===== config.mk =====
export PLATFORM = sky130hd
export DESIGN_NAME = fifo_stream_reader
export DESIGN_NICKNAME = d
export VERILOG_FILES = /design/src/rtl/fifo_stream_reader.sv
export SDC_FILE = /design/constraint.sdc
export NUM_CORES = 1
export LEC_CHECK = 0
export ABC_AREA = 1
export CAP_MARGIN = 40
export CORE_MARGIN = 5
export CORE_UTILIZATION = 50
export CTS_CLUSTER_DIAMETER = 50
export DETAILED_ROUTE_END_ITERATION = 7
export GPL_TIMING_DRIVEN = 0
export PLACE_DENSITY_LB_ADDON = 0.3
export SETUP_SLACK_MARGIN = 0.4
export SLEW_MARGIN = 5
export SYNTH_ARGS = -nofsm -noshare
export SYNTH_HDL_FRONTEND = slang
export SYNTH_SLANG_ARGS = --single-unit

===== constraint.sdc =====
create_clock -name clk -period 8.85 [get_ports clk]
set_input_delay 2.655 -clock clk [delete_from_list [all_inputs] [get_ports clk]]
set_output_delay 2.655 -clock clk [all_outputs]
set_load 0.005 [all_outputs]

===== src/rtl/fifo_stream_reader.sv =====
`default_nettype none
// ============================================================================
// fifo_stream_reader : pulls beats from a 1-cycle-latency synchronous FIFO
// into a 2-entry skid buffer and presents them as a valid/ready stream.
// Option macro: FIFO_STREAM_READER_BEAT_CNT_EN adds the beat_cnt output.
// Revision: 1.0
// ============================================================================
module fifo_stream_reader #(
  parameter int DATA_WIDTH = 8,
  parameter int BUF_DEPTH  = 2
) (
  input  logic                  clk,
  input  logic                  rst,
  input  logic                  fifo_empty,
  output logic                  fifo_rd_en,
  input  logic [DATA_WIDTH-1:0] fifo_rdata,
  output logic                  m_valid,
  input  logic                  m_ready,
  output logic [DATA_WIDTH-1:0] m_data,
`ifdef FIFO_STREAM_READER_BEAT_CNT_EN
  output logic [15:0]           beat_cnt,
`endif
  output logic                  idle
);

  localparam logic [2:0] C_BUF_DEPTH = 3'(BUF_DEPTH);

  logic [DATA_WIDTH-1:0] skid_q [2];
  logic [DATA_WIDTH-1:0] skid_d [2];
  logic                  wr_ptr_q, wr_ptr_d;
  logic                  rd_ptr_q, rd_ptr_d;
  logic [1:0]            occ_q, occ_d;
  logic                  inflight_q, inflight_d;
  logic                  pop;
  logic [2:0]            level_after_pop;

  // Reads are throttled on the level left after this cycle's pop, so a
  // ready sink lets a new read overlap the beat leaving the buffer.
  always_comb begin
    m_valid         = !rst && (occ_q != 2'd0);
    m_data          = rst ? '0 : skid_q[rd_ptr_q];
    pop             = m_valid && m_ready;
    level_after_pop = {1'b0, occ_q} + {2'b00, inflight_q} - {2'b00, pop};
    fifo_rd_en      = !rst && !fifo_empty && (level_after_pop < C_BUF_DEPTH);
    idle            = rst ? fifo_empty
                          : ((occ_q == 2'd0) && !inflight_q && fifo_empty);
  end

  always_comb begin
    skid_d     = skid_q;
    wr_ptr_d   = wr_ptr_q;
    rd_ptr_d   = rd_ptr_q;
    inflight_d = fifo_rd_en;
    occ_d      = level_after_pop[1:0];
    if (inflight_q) begin
      skid_d[wr_ptr_q] = fifo_rdata;
      wr_ptr_d         = !wr_ptr_q;
    end
    if (pop) begin
      rd_ptr_d = !rd_ptr_q;
    end
  end

  always_ff @(posedge clk) begin
    if (rst) begin
      skid_q[0]  <= '0;
      skid_q[1]  <= '0;
      wr_ptr_q   <= 1'b0;
      rd_ptr_q   <= 1'b0;
      occ_q      <= 2'd0;
      inflight_q <= 1'b0;
    end else begin
      skid_q     <= skid_d;
      wr_ptr_q   <= wr_ptr_d;
      rd_ptr_q   <= rd_ptr_d;
      occ_q      <= occ_d;
      inflight_q <= inflight_d;
    end
  end

`ifdef FIFO_STREAM_READER_BEAT_CNT_EN
  logic [15:0] beat_cnt_q, beat_cnt_d;

  always_comb begin
    beat_cnt_d = beat_cnt_q + {15'd0, pop};
  end

  always_ff @(posedge clk) begin
    if (rst) begin
      beat_cnt_q <= 16'd0;
    end else begin
      beat_cnt_q <= beat_cnt_d;
    end
  end

  assign beat_cnt = beat_cnt_q;
`endif

endmodule
`default_nettype wire


==> impl_metrics.env <==
export IMPL_status="complete, no violations"
export IMPL_numCtsBuffers=3
export IMPL_grt_pass1_wl_um=3480
export IMPL_ir_drop_mv=0.165
export IMPL_cts_setup_buffers=0
export IMPL_min_path_type="register to register"
export IMPL_synthCells=131
export IMPL_power_switching_uw=103
export IMPL_finalCritPeriodShare_pct=90.2
export IMPL_yosysMostFrequentCell="nor2_1"
export IMPL_synthTopCellsByArea="dfxtp_1 (45%), nor2_1 (21%), o21ai_0 (12%)"
export IMPL_fillers=155
export IMPL_drtIter0Drc=17
export IMPL_synth_edf_count=0
export IMPL_cts_hold_buf=0
export IMPL_regToRegSetupSlack_ns=6.80
export IMPL_worst_slew_pin_slew_ns=0.241
export IMPL_hold_ws_ns=0.497
export IMPL_worstPathArrival_ns=5.32
export IMPL_die_x_um=53.1
export IMPL_synth_top_area_cell="dfxtp_1"
export IMPL_min_from="skid_q[2]$_SDFFE_PP0P_"
export IMPL_grt_use_total_pct=16.8
export IMPL_maxSlewHeadroom_pct=83.8
export IMPL_routedWlPerCell_um=11.2
export IMPL_port_buffers=22
export IMPL_synth_avg_cell_area_um2=7.09
export IMPL_start_util_pct=53.2
export IMPL_h_tree_depth=1
export IMPL_finalCriticalPeriod_ns=7.98
export IMPL_core_um2=1750
export IMPL_p_comb_share_pct=39.9
export IMPL_synth_common_cells="nor2_1 (53), o21ai_0 (22), dfxtp_1 (21), inv_1 (8)"
export IMPL_crit_type="primary input to output pin"
export IMPL_worst_r2r_cell_count=11
export IMPL_clock_latency_ns=0.30
export IMPL_clock_power_share_pct=15.7
export IMPL_place_gp_congestion=0.824
export IMPL_ios=23
export IMPL_startpoint_type="primary input"
export IMPL_critPathLaunch="rst"
export IMPL_sequentialPowerShare_pct=44.4
export IMPL_final_setup_tns_ns=0
export IMPL_reg2reg_to="inflight_q$_SDFF_PP0_"
export IMPL_post_route_cells_drive_above_1_share_pct=8.28
export IMPL_crit_fanout=10
export IMPL_synth_top_area_share_pct=45.3
export IMPL_synthFlopType="dfxtp_1"
export IMPL_drv_slew=0
export IMPL_powerDensity_nw_per_um2=242
export IMPL_antenna_found_initial=0
export IMPL_cts_tree="done"
export IMPL_grt_ovfl_total=0
export IMPL_cts_clk_slew_worst_paths_ns=0.12
export IMPL_areaGrowthSynthToFinish_pct=30.1
export IMPL_grt_pass1_vias=813
export IMPL_die_area_um2=2820
export IMPL_required_ns=6.20
export IMPL_setup_violations=0
export IMPL_finalHoldViolations=0
export IMPL_min_to="skid_q[2]$_SDFFE_PP0P_"
export IMPL_cts_repair_resized=0
export IMPL_end_kind="output pin"
export IMPL_die_h_um=53.1
export IMPL_rows=15
export IMPL_swShare_pct=35.3
export IMPL_leakage_uw=0.000540
export IMPL_fin_nets=173
export IMPL_vias=880
export IMPL_antenna_cells=0
export IMPL_cts_path_max_buffers=2
export IMPL_drc=0
export IMPL_drtPass1Iterations=4
export IMPL_ys_warnings_count=0
export IMPL_utilization_pct=69.2
export IMPL_syn_area_um2=928
export IMPL_fmaxAchievable_ghz=0.125
export IMPL_drv_cap=0
export IMPL_viasPerCell=4.84
export IMPL_grt_setup_unrepaired="no"
export IMPL_ant_nets=0
export IMPL_grt_max_degree=13
export IMPL_ys_seq_area_share_pct=45.3
export IMPL_rr_startpoint="occ_q[1]$_SDFF_PP0_"
export IMPL_p_int_uw=189
export IMPL_place_hpwl_um=1510
export IMPL_wl_um=2040
export IMPL_min_path_cells=2
export IMPL_worst_clock_skew_ns=0.00791
export IMPL_syn_nets=146
export IMPL_synth_cell_types=19
export IMPL_synth_seq_cells=21
export IMPL_cts_root_buf="clkbuf_4"
export IMPL_clock_sinks=21
export IMPL_async_flop_share_pct=0
-- flip-flops by register name, indices dropped and copies added, names as in the netlist --
name	count
rd_ptr_q	1
inflight_q	1
occ_q	2
wr_ptr_q	1
skid_q	16
-- routing by layer --
layer	routed length [µm]	track usage, %	vias up
met2	1060	28.5	23
met4	17	6.81	0
met5	0	0	-
met1	866	20.4	390
met3	97	3.38	2
li1	-	-	465
-- cells in the final DEF, fill, tap and decap left out, types with 2 or more instances in the layout --
cell | netlist | final
inv_1 | 8 | 8
inv_2 | 4 | 4
buf_2 | 2 | 2
o21ai_1 | 3 | 3
clkdlybuf4s50_1 | 0 | 22
o21ai_0 | 22 | 22
ha_1 | 2 | 2
nor3_1 | 3 | 3
dfxtp_1 | 21 | 21
clkbuf_4 | 0 | 3
nor2_1 | 53 | 53
nand2_1 | 4 | 4
-- power groups by stage --
stage               sequential (µW)  combinational (µW)  clock, µW
finish                          130                 117       45.9
global route                    133                 135       52.3
CTS                             130                 118       46.7
detailed placement              132                 116          0
global placement                131                 112          0
floorplan                       129                71.0          0
-- metrics by stage --
step | cells | cell area, µm² | worst slack (ns) | total power [µW]
final | 182 | 1210 | 0.872 | 292
after global routing | 182 | 1210 | 0.686 | 320
after CTS | 182 | 1210 | 0.896 | 294
after detailed placement | 178 | 1180 | 0.914 | 248
after global placement | 178 | 1180 | 0.934 | 243
after floorplan | 131 | 928 | 2.15 | 200
-- worst max path at each step --
stage	endpoint	slack [ns]
after floorplan	fifo_rd_en	2.15
after global placement	fifo_rd_en	0.93
after detailed placement	fifo_rd_en	0.91
after CTS	fifo_rd_en	0.90
after global routing	fifo_rd_en	0.69
final	fifo_rd_en	0.87
-- kinds of logic after synthesis --
family                     share of synthesized area (%)
and+or+nand+nor                                     27.8
AOI/OAI and AO/OA                                   14.0
DFF                                                 45.3
buffers and inverters                               7.14
adders and majority gates                           4.85
xor gates and xnor gates                           0.944
-- cell type report --
class                   instances  area (µm²)  area share, %
plain buffers                   3        17.5           1.45
clock buffers                   3        22.5           1.87
flip-flops and latches         21         420           34.8
inverters                      13        48.8           4.04
repair buffers                 22         220           18.2
multi-input cells              94         442           36.6
clock inverters                 1        5.00          0.415
well taps                      25        31.3           2.59
-- worst max-delay path, cell delays in order --
cell,delay (ns)
clkdlybuf4s50_1,0.59
inv_2,0.13
nand3_1,0.12
inv_1,0.05
ha_1,0.26
inv_1,0.03
ha_1,0.18
fa_1,0.43
inv_1,0.09
nand2_1,0.09
nor3_1,0.17
clkdlybuf4s50_1,0.52
No activity file was read; power rests on OpenSTA's default activity.
